--- src/rtl/mkio_rt_tx_if.sv ---
// MKIO RT transmit-path bus bundle: command in, encoder handshake out,
// RT memory read port. The RT block uses the slave view, the surrounding
// decoder/encoder/memory environment uses the master view.
interface mkio_rt_tx_if;
    logic        start;
    logic [15:0] rx_data;
    logic        p_error;
    logic [15:0] tx_data;
    logic        tx_cd;
    logic        tx_ready;
    logic        tx_busy;
    logic [4:0]  addr_rd;
    logic        rd_en;
    logic [15:0] mem_data;
    logic        busy;

    modport slave (
        input  start, rx_data, p_error, tx_busy, mem_data,
        output tx_data, tx_cd, tx_ready, addr_rd, rd_en, busy
    );

    modport master (
        output start, rx_data, p_error, tx_busy, mem_data,
        input  tx_data, tx_cd, tx_ready, addr_rd, rd_en, busy
    );
endinterface

--- src/rtl/mkio_rt_tx.sv ---
// MKIO (MIL-STD-1553) remote terminal transmit path.
// On a transmit command addressed to this RT it sends the status word and
// then N data words read from RT memory, one word per encoder handshake.
// Optional build macro: MKIO_TX_RESP_DELAY_EN inserts RESP_DELAY idle
// cycles between command decode and status word load.
module mkio_rt_tx #(
    parameter logic [4:0] ADDRESS    = 5'd1,
    parameter int         RESP_DELAY = 8
) (
    input logic         clk,
    input logic         reset,
    mkio_rt_tx_if.slave bus
);

    typedef enum logic [3:0] {
        IDLE,
        DECODE,
`ifdef MKIO_TX_RESP_DELAY_EN
        DELAY,
`endif
        LOAD_SW,
        PULSE,
        GUARD,
        WAIT_TX,
        RD_MEM,
        LOAD_DW
    } state_t;

    state_t      state;
    logic        cmd_ok;
    logic        me;
    logic [5:0]  n_words;
    logic [5:0]  word_cnt;
`ifdef MKIO_TX_RESP_DELAY_EN
    logic [7:0]  dly_cnt;
`endif

    logic        cmd_match;
    logic [5:0]  cmd_words;

    // Command field decode; a zero word count field means 32 words.
    assign cmd_match = (bus.rx_data[15:11] == ADDRESS) && bus.rx_data[10];
    assign cmd_words = (bus.rx_data[4:0] == 5'd0) ? 6'd32 : {1'b0, bus.rx_data[4:0]};

    // Response sequencer; a start pulse in any state restarts the response.
    always_ff @(posedge clk or posedge reset) begin
        if (reset) begin
            state        <= IDLE;
            cmd_ok       <= 1'b0;
            me           <= 1'b0;
            n_words      <= 6'd0;
            word_cnt     <= 6'd0;
            bus.tx_data  <= 16'd0;
            bus.tx_cd    <= 1'b0;
            bus.tx_ready <= 1'b0;
            bus.addr_rd  <= 5'd0;
            bus.rd_en    <= 1'b0;
            bus.busy     <= 1'b0;
`ifdef MKIO_TX_RESP_DELAY_EN
            dly_cnt      <= 8'd0;
`endif
        end else if (bus.start) begin
            state        <= DECODE;
            cmd_ok       <= cmd_match;
            me           <= bus.p_error;
            n_words      <= cmd_words;
            word_cnt     <= 6'd0;
            bus.tx_ready <= 1'b0;
            bus.rd_en    <= 1'b0;
            bus.busy     <= cmd_match;
        end else begin
            case (state)
                IDLE: begin
                    bus.tx_ready <= 1'b0;
                    bus.rd_en    <= 1'b0;
                end
                DECODE: begin
                    if (!cmd_ok) begin
                        state    <= IDLE;
                        bus.busy <= 1'b0;
                    end else begin
`ifdef MKIO_TX_RESP_DELAY_EN
                        if (RESP_DELAY == 0) begin
                            state <= LOAD_SW;
                        end else begin
                            dly_cnt <= 8'd0;
                            state   <= DELAY;
                        end
`else
                        state <= LOAD_SW;
`endif
                    end
                end
`ifdef MKIO_TX_RESP_DELAY_EN
                DELAY: begin
                    if (dly_cnt == 8'(RESP_DELAY - 1)) begin
                        state <= LOAD_SW;
                    end else begin
                        dly_cnt <= dly_cnt + 8'd1;
                    end
                end
`endif
                LOAD_SW: begin
                    bus.tx_data  <= {ADDRESS, me, 10'd0};
                    bus.tx_cd    <= 1'b0;
                    bus.tx_ready <= 1'b1;
                    state        <= PULSE;
                end
                PULSE: begin
                    bus.tx_ready <= 1'b0;
                    state        <= GUARD;
                end
                GUARD: begin
                    state <= WAIT_TX;
                end
                WAIT_TX: begin
                    if (!bus.tx_busy) begin
                        if (me || (word_cnt == n_words)) begin
                            state    <= IDLE;
                            bus.busy <= 1'b0;
                        end else begin
                            bus.rd_en   <= 1'b1;
                            bus.addr_rd <= word_cnt[4:0];
                            state       <= RD_MEM;
                        end
                    end
                end
                RD_MEM: begin
                    bus.rd_en <= 1'b0;
                    state     <= LOAD_DW;
                end
                LOAD_DW: begin
                    bus.tx_data  <= bus.mem_data;
                    bus.tx_cd    <= 1'b1;
                    bus.tx_ready <= 1'b1;
                    word_cnt     <= word_cnt + 6'd1;
                    state        <= PULSE;
                end
                default: begin
                    state        <= IDLE;
                    bus.tx_ready <= 1'b0;
                    bus.rd_en    <= 1'b0;
                    bus.busy     <= 1'b0;
                end
            endcase
        end
    end

endmodule

--- src/flat_wrapper.sv ---
// flat-port wrapper written by rule: the top's interface ports become plain ports
module mkio_rt_tx_flat 
#(
    parameter logic [4:0] ADDRESS    = 5'd1,
    parameter int         RESP_DELAY = 8
)
  (clk, reset, bus_start, bus_rx_data, bus_p_error, bus_tx_busy, bus_mem_data, bus_tx_data, bus_tx_cd, bus_tx_ready, bus_addr_rd, bus_rd_en, bus_busy);
  mkio_rt_tx_if bus_i ();
  input logic clk;
  input logic reset;
  input wire logic [$bits(bus_i.start)-1:0] bus_start;
  input wire logic [$bits(bus_i.rx_data)-1:0] bus_rx_data;
  input wire logic [$bits(bus_i.p_error)-1:0] bus_p_error;
  input wire logic [$bits(bus_i.tx_busy)-1:0] bus_tx_busy;
  input wire logic [$bits(bus_i.mem_data)-1:0] bus_mem_data;
  output wire logic [$bits(bus_i.tx_data)-1:0] bus_tx_data;
  output wire logic [$bits(bus_i.tx_cd)-1:0] bus_tx_cd;
  output wire logic [$bits(bus_i.tx_ready)-1:0] bus_tx_ready;
  output wire logic [$bits(bus_i.addr_rd)-1:0] bus_addr_rd;
  output wire logic [$bits(bus_i.rd_en)-1:0] bus_rd_en;
  output wire logic [$bits(bus_i.busy)-1:0] bus_busy;
  assign bus_i.start = bus_start;
  assign bus_i.rx_data = bus_rx_data;
  assign bus_i.p_error = bus_p_error;
  assign bus_i.tx_busy = bus_tx_busy;
  assign bus_i.mem_data = bus_mem_data;
  assign bus_tx_data = bus_i.tx_data;
  assign bus_tx_cd = bus_i.tx_cd;
  assign bus_tx_ready = bus_i.tx_ready;
  assign bus_addr_rd = bus_i.addr_rd;
  assign bus_rd_en = bus_i.rd_en;
  assign bus_busy = bus_i.busy;
  mkio_rt_tx #(.ADDRESS(ADDRESS), .RESP_DELAY(RESP_DELAY)) u_core (.clk(clk), .reset(reset), .bus(bus_i));
endmodule
--- config.mk ---
export PLATFORM = sky130hd
export DESIGN_NAME = mkio_rt_tx_flat
export DESIGN_NICKNAME = d
export VERILOG_FILES = /design/src/rtl/mkio_rt_tx_if.sv /design/src/rtl/mkio_rt_tx.sv /design/src/flat_wrapper.sv
export SDC_FILE = /design/constraint.sdc
export NUM_CORES = 1
export LEC_CHECK = 0
export CAP_MARGIN = 20
export CORE_MARGIN = 2
export CORE_UTILIZATION = 38
export CTS_BUF_LIST = sky130_fd_sc_hd__clkbuf_4
export DETAILED_ROUTE_END_ITERATION = 6
export GPL_TIMING_DRIVEN = 1
export PLACE_DENSITY = 0.68
export SLEW_MARGIN = 20
export SYNTH_ARGS = -nofsm -noshare
export SYNTH_HDL_FRONTEND = slang
export SYNTH_SLANG_ARGS = --single-unit
--- constraint.sdc ---
create_clock -name clk -period 1.9 [get_ports clk]
set_input_delay 0.38 -clock clk [delete_from_list [all_inputs] [get_ports clk]]
set_output_delay 0.38 -clock clk [all_outputs]
set_load 0.05 [all_outputs]
==> results of run 1 <==
routing by layer:
layer	wire, um	global-route usage	up-vias
met4	56	0.0536	0
met3	247	0.0415	7
met2	1850	0.257	48
met1	1880	0.207	720
li1	-	-	723
met5	0	0	-
state kept, by name (all words and copies together) (netlist names):
register	flops
u_core.bus.busy	1
u_core.word_cnt	6
u_core.bus.rd_en	1
u_core.bus.tx_ready	1
u_core.n_words	6
u_core.bus.addr_rd	5
u_core.state	3
u_core.me	1
u_core.bus.tx_cd	1
u_core.bus.tx_data	16
u_core.cmd_ok	1
kinds of logic after synthesis:
kind of cell               after synthesis  share of synthesized area
buffers and inverters                   17                     0.0465
xor gates and xnor gates                13                     0.0635
adders and majority gates                1                    0.00654
DFF                                     42                      0.550
muxes                                   10                     0.0589
AOI/OAI and AO/OA                       38                      0.139
and+or+nand+nor                         47                      0.135
where the power goes:
group | switching (uW) | internal [uW]
logic | 183 | 141
clock network | 303 | 144
registers | 28.2 | 936
layout by cell type, fill, tap and decap left out, drive strengths merged, types with 3 or more instances in the layout:
cell type | Yosys | routed
clkdlybuf4s50 | 0 | 31
xnor2 | 8 | 8
nand4 | 3 | 3
xor2 | 5 | 5
dfrtp | 42 | 42
buf | 10 | 21
nor2 | 15 | 15
dlygate4sd2 | 0 | 15
a22o | 14 | 14
nand2 | 11 | 11
o21ai | 10 | 10
a21oi | 7 | 7
clkbuf | 0 | 5
mux2 | 10 | 10
nand2b | 4 | 4
inv | 7 | 7
path summary, 6_finish.rpt:
check	start	depth (start not counted)	slack, ns	endpoint
worst min register to register	u_core.bus.tx_data[15]	1	0.51	u_core.bus.tx_data[15]
min in group clk	u_core.bus.tx_data[15]	1	0.51	u_core.bus.tx_data[15]
worst min-delay path	reset	3	0.38	u_core.bus.tx_data[1]
worst max register to register	u_core.state[0]	3	0.30	u_core.bus.tx_data[0]
max in group asynchronous	reset	3	1.30	u_core.bus.rd_en
worst max-delay path	u_core.bus.tx_data[0]	1	0.23	bus_tx_data[0]
repair_timing:
action                                  CTS  global route
hold buffers                              0             0
endpoints found under the setup margin   15             0
gates resized for setup                  15             0
per-stage QoR:
step / cells / instance area (um2) / power (uW)
floorplan: 168 / 1910 / 1170
global placement: 292 / 2560 / 1320
detailed placement: 292 / 2560 / 1330
CTS: 300 / 2600 / 1750
global route: 300 / 2600 / 1820
finish: 300 / 2600 / 1740
cell type report:
type / instances / share of cell area
inverters: 7 / 0.0101
multi-input cells: 109 / 0.296
well taps: 67 / 0.0322
clock buffers: 5 / 0.0144
flip-flops and latches: 42 / 0.404
repair buffers: 67 / 0.235
clock inverters: 3 / 0.00817
==> metrics.txt, run 1 <==
Cell Chain, Critical Path dlygate4sd2_1; worst-margin pin slew 0.557 ns; Area contributors post-synth dfrtp_1 (55%), a22o_1 (6.4%), xnor2_1 (3.2%); max incr delay on CP 0.55 ns; IO Count 62; share of cells above drive strength 1 0.172; 1st-iter DRT viols 55; vias in the first global route 1464; Max-slew headroom 0.628; dominant cell type by area after synthesis dfrtp_1; Post-Syn Area per Cell 11.4 um2; PwrDens 666 nW/um2; clock buffer count from CTS 5; ys async rst share 1.00; root buffer cell clkbuf_4; Post-synth top cells dfrtp_1 (42), a22o_1 (14), nor2_1 (14); gr usage total 0.159; total grt overflow 0; area grow syn2layout 36.2%; Cell Rows 25; fin. max-slew vios 0; FF/Latch Area 1050 um2; Crit Path Class reg -> out; RSZ-0062 raised after global routing false; Main synth FF type dfrtp_1; fillers 438; Tmin final 1.67 ns; Clock Skews 0.0169 ns; final antenna diode count 0; Worst Hold Slack 0.381 ns; worst skew pair latency 0.35 ns; final worst-path cycle share 0.877; worst min-delay path class in -> async; Cell Area, Synth 1910 um2; Pre-antenna DRT Iters 4; yosys warns 0; CTS Buffer Depth 2; multi-input logic area 772 um2; Post-route DRC 0; RePlAce Congestion 0.749; total number of vias 1498; Worst path top cell family by delay buffers and inverters; Post CTS Setup Buffer Count 0; largest net degree at the start of global routing 43; Critical Path AT 1.29 ns; post-synth top area share 0.550; sequential share of the synthesized area 0.550; Mapped Cells 168; Starting Density 0.399; outcome finished clean; Syn Nets 206; fin nets 270; Die X-Extent 74.9 um; # port buffers 56; wire per inst 13.4 um; Setup violations, final 0; antenna-violating nets left 0; Final Hold Viols 0; Chip Height 74.9 um; Final Util 0.544; count leader, synth dfrtp_1; Core Region 4790 um2; worst path buffer plus inverter count 1; kind of start point of the critical path flop; fin worst setup slack 0.234 ns; Sink Count 42; max-cap violations 0; first-pass GRT wire length 6730 um; total negative slack 0 ns; endpoint class of the critical path output port; Leakage 0.00122 uW; IR drop worst, VDD 0.000387 V; htree depth 2; Yosys reg bits 42; clock slew seen by the registers of the worst setup and hold paths 0.13 ns; final wirelength 4030 um; Vias/cell 4.99; Crit-path slowest cell dlygate4sd2_1; full die area 5610 um2; Post-synth EDFFs 0; initial antenna violation count 0; crit path max fanout 2; CP required 1.52 ns; CTS tree yes; Detailed Place HPWL 2870 um; worst slack, placed 0.0535 ns; Yosys cell types 38; f_max 0.600 GHz
No activity file was read; power rests on OpenSTA's default activity.
==> inputs of run 2 (changes only) <==
REMOVE_ABC_BUFFERS = 1   (was unset)
==> metrics.txt, run 2 (synthesis gave the netlist of run 1 again) <==
sw frac 0.268 (-0.0279); CTS Buffer Depth 2 (unchanged); Chip Height 74.9 um (unchanged); clock share of power 0.297 (+0.039); vias in the first global route 1426 (-2.6%); Sink Count 42 (unchanged); fillers 440 (+0.46%); max-cap violations 0 (unchanged); Gate power share 0.177 (-0.010); first-pass GRT wire length 6670 um (-0.92%); root buffer cell clkbuf_4; Tmin final 1.64 ns (-0.0255 ns); RePlAce Congestion 0.784 (+4.7%); Crit-path slowest cell dlygate4sd2_1; largest registers u_core.bus.tx_data x16, u_core.n_words x6, u_core.word_cnt x6; crit path max fanout 2 (unchanged); NetSw 493 uW (-4.0%); total grt overflow 0 (unchanged); worst r2r src u_core.word_cnt[3]; fin. max-slew vios 0 (unchanged); htree depth 2 (unchanged); Largest register FFs 16 (unchanged); most flop-heavy register u_core.bus.tx_data; Critical Path AT 1.26 ns (-0.03 ns); Setup violations, final 0 (unchanged); Max-slew headroom 0.613 (-0.0154); RSZ-0062 raised after global routing false; 1st-iter DRT viols 50 (-9.1%); IR drop worst, VDD 0.000411 V (+6.1%); most common cell after layout, fill and taps aside dfrtp_1; PwrDens 702 nW/um2 (+5.4%); final wirelength 4120 um (+2.1%); CP required 1.52 ns (about the same); final antenna diode count 0 (unchanged); initial antenna violation count 0 (unchanged); share of cells above drive strength 1 0.170 (-0.00211); fin area 2620 um2 (+0.53%); antenna-violating nets left 0 (unchanged); fin nets 268 (-0.74%); Crit Reg-Reg Endpoint u_core.bus.busy; Stages on worst setup path 1 (unchanged); largest net degree at the start of global routing 43 (unchanged); full die area 5610 um2 (unchanged); endpoint class of the critical path output port; Post-CTS Hold Buffers 0 (unchanged); worst path buffer plus inverter count 1 (unchanged); # port buffers 56 (unchanged); total number of vias 1460 (-2.5%); Starting Density 0.399 (unchanged); final worst-path cycle share 0.863 (-0.0134); clock buffer count from CTS 5 (unchanged); CTS tree yes; Pint 1340 uW (+10%); max incr delay on CP 0.54 ns (about the same); f_max 0.610 GHz (+1.6%); clock slew seen by the registers of the worst setup and hold paths 0.12 ns (about the same); Die X-Extent 74.9 um (unchanged); gr usage total 0.159 (+0.000621); Leakage 0.00124 uW (+2.0%); Worst setup startpoint u_core.bus.tx_data[5]; Clock Skews 0.00563 ns (-0.0112 ns); Vias/cell 4.92 (-1.6%); Post-route DRC 0 (unchanged); outcome finished clean; worst-margin pin slew 0.580 ns (+0.0231 ns); Final Hold Viols 0 (unchanged); Detailed Place HPWL 3010 um (+4.9%); worst min-delay path class in -> async; area grow syn2layout 36.9%; worst skew pair latency 0.34 ns (about the same); crit path to bus_tx_data[5]; Core Region 4790 um2 (unchanged); Final Util 0.547 (+0.00288); reg2reg path depth 4 (+1); placed cell area 2550 um2 (-0.39%); sequential power share 0.526 (-0.030); kind of start point of the critical path flop; Power Total 1840 uW (+5.9%); Cell Rows 25 (unchanged); wire per inst 13.9 um (+3.1%); IO Count 62 (unchanged); r2r setup slk 0.29 ns (about the same); most frequent cells in the layout dfrtp_1 (42), clkdlybuf4s50_1 (31), buf_4 (20); Worst path top cell family by delay buffers and inverters; Pre-antenna DRT Iters 4 (unchanged); Crit Path Class reg -> out; Cell Chain, Critical Path dlygate4sd2_1
## run 2: layer usage
layer | GRT usage | up-vias | part of all wire
met5 | 0 | - | 0
met2 | 0.252 | 33 | 0.50
li1 | - | 715 | -
met4 | 0.0536 | 0 | 0.011
met3 | 0.0415 | 4 | 0.035
met1 | 0.213 | 708 | 0.46
## run 2: timing repair
action | CTS | global route
gates resized for setup | 10 | 2
endpoints found under the setup margin | 10 | 2
buffers inserted | 0 | 0
pin swaps | 0 | 0
## run 2: power by group through the flow
stage               logic (uW)  clock network, uW  registers [uW]
floorplan                 80.3                  0            1080
global placement           338                  0             983
detailed placement         343                  0             985
CTS                        331                557             967
global route               348                595             972
finish                     326                546             966
## run 2: stage by stage
stage	setup slack [ns]	hold WS (ns)	std cells	setup TNS (ns)
after global placement	-0.00600	0.466	290	-0.0226
after global routing	0.0980	0.384	297	0
final	0.259	0.382	297	0
after floorplan	0.394	0.443	158	0
after detailed placement	-0.0178	0.480	290	-0.0596
after CTS	0.00261	0.384	297	0
## run 2: area by class of cell
| type | count | area, um2 | area share |
|---|---|---|---|
| Inverter | 7 | 26.3 | 0.0100 |
| Tap cell | 67 | 83.8 | 0.0320 |
| Clock inverter | 2 | 33.8 | 0.0129 |
| Timing Repair Buffer | 65 | 613 | 0.234 |
| Clock buffer | 5 | 37.5 | 0.0143 |
| Multi-Input combinational cell | 109 | 772 | 0.295 |
| Sequential cell | 42 | 1050 | 0.402 |
## run 2: worst min path at each step
| stage | end | slack, ns | depth (start not counted) |
|---|---|---|---|
| 2_1_floorplan | u_core.bus.tx_ready | 0.44 | 1 |
| 3_3_place_gp | u_core.bus.tx_data[10] | 0.47 | 2 |
| 3_5_place_dp | u_core.bus.tx_data[7] | 0.48 | 1 |
| 4_1_cts | u_core.bus.addr_rd[4] | 0.38 | 3 |
| 5_1_grt | u_core.bus.addr_rd[4] | 0.38 | 3 |
| 6_report | u_core.bus.tx_data[1] | 0.38 | 3 |
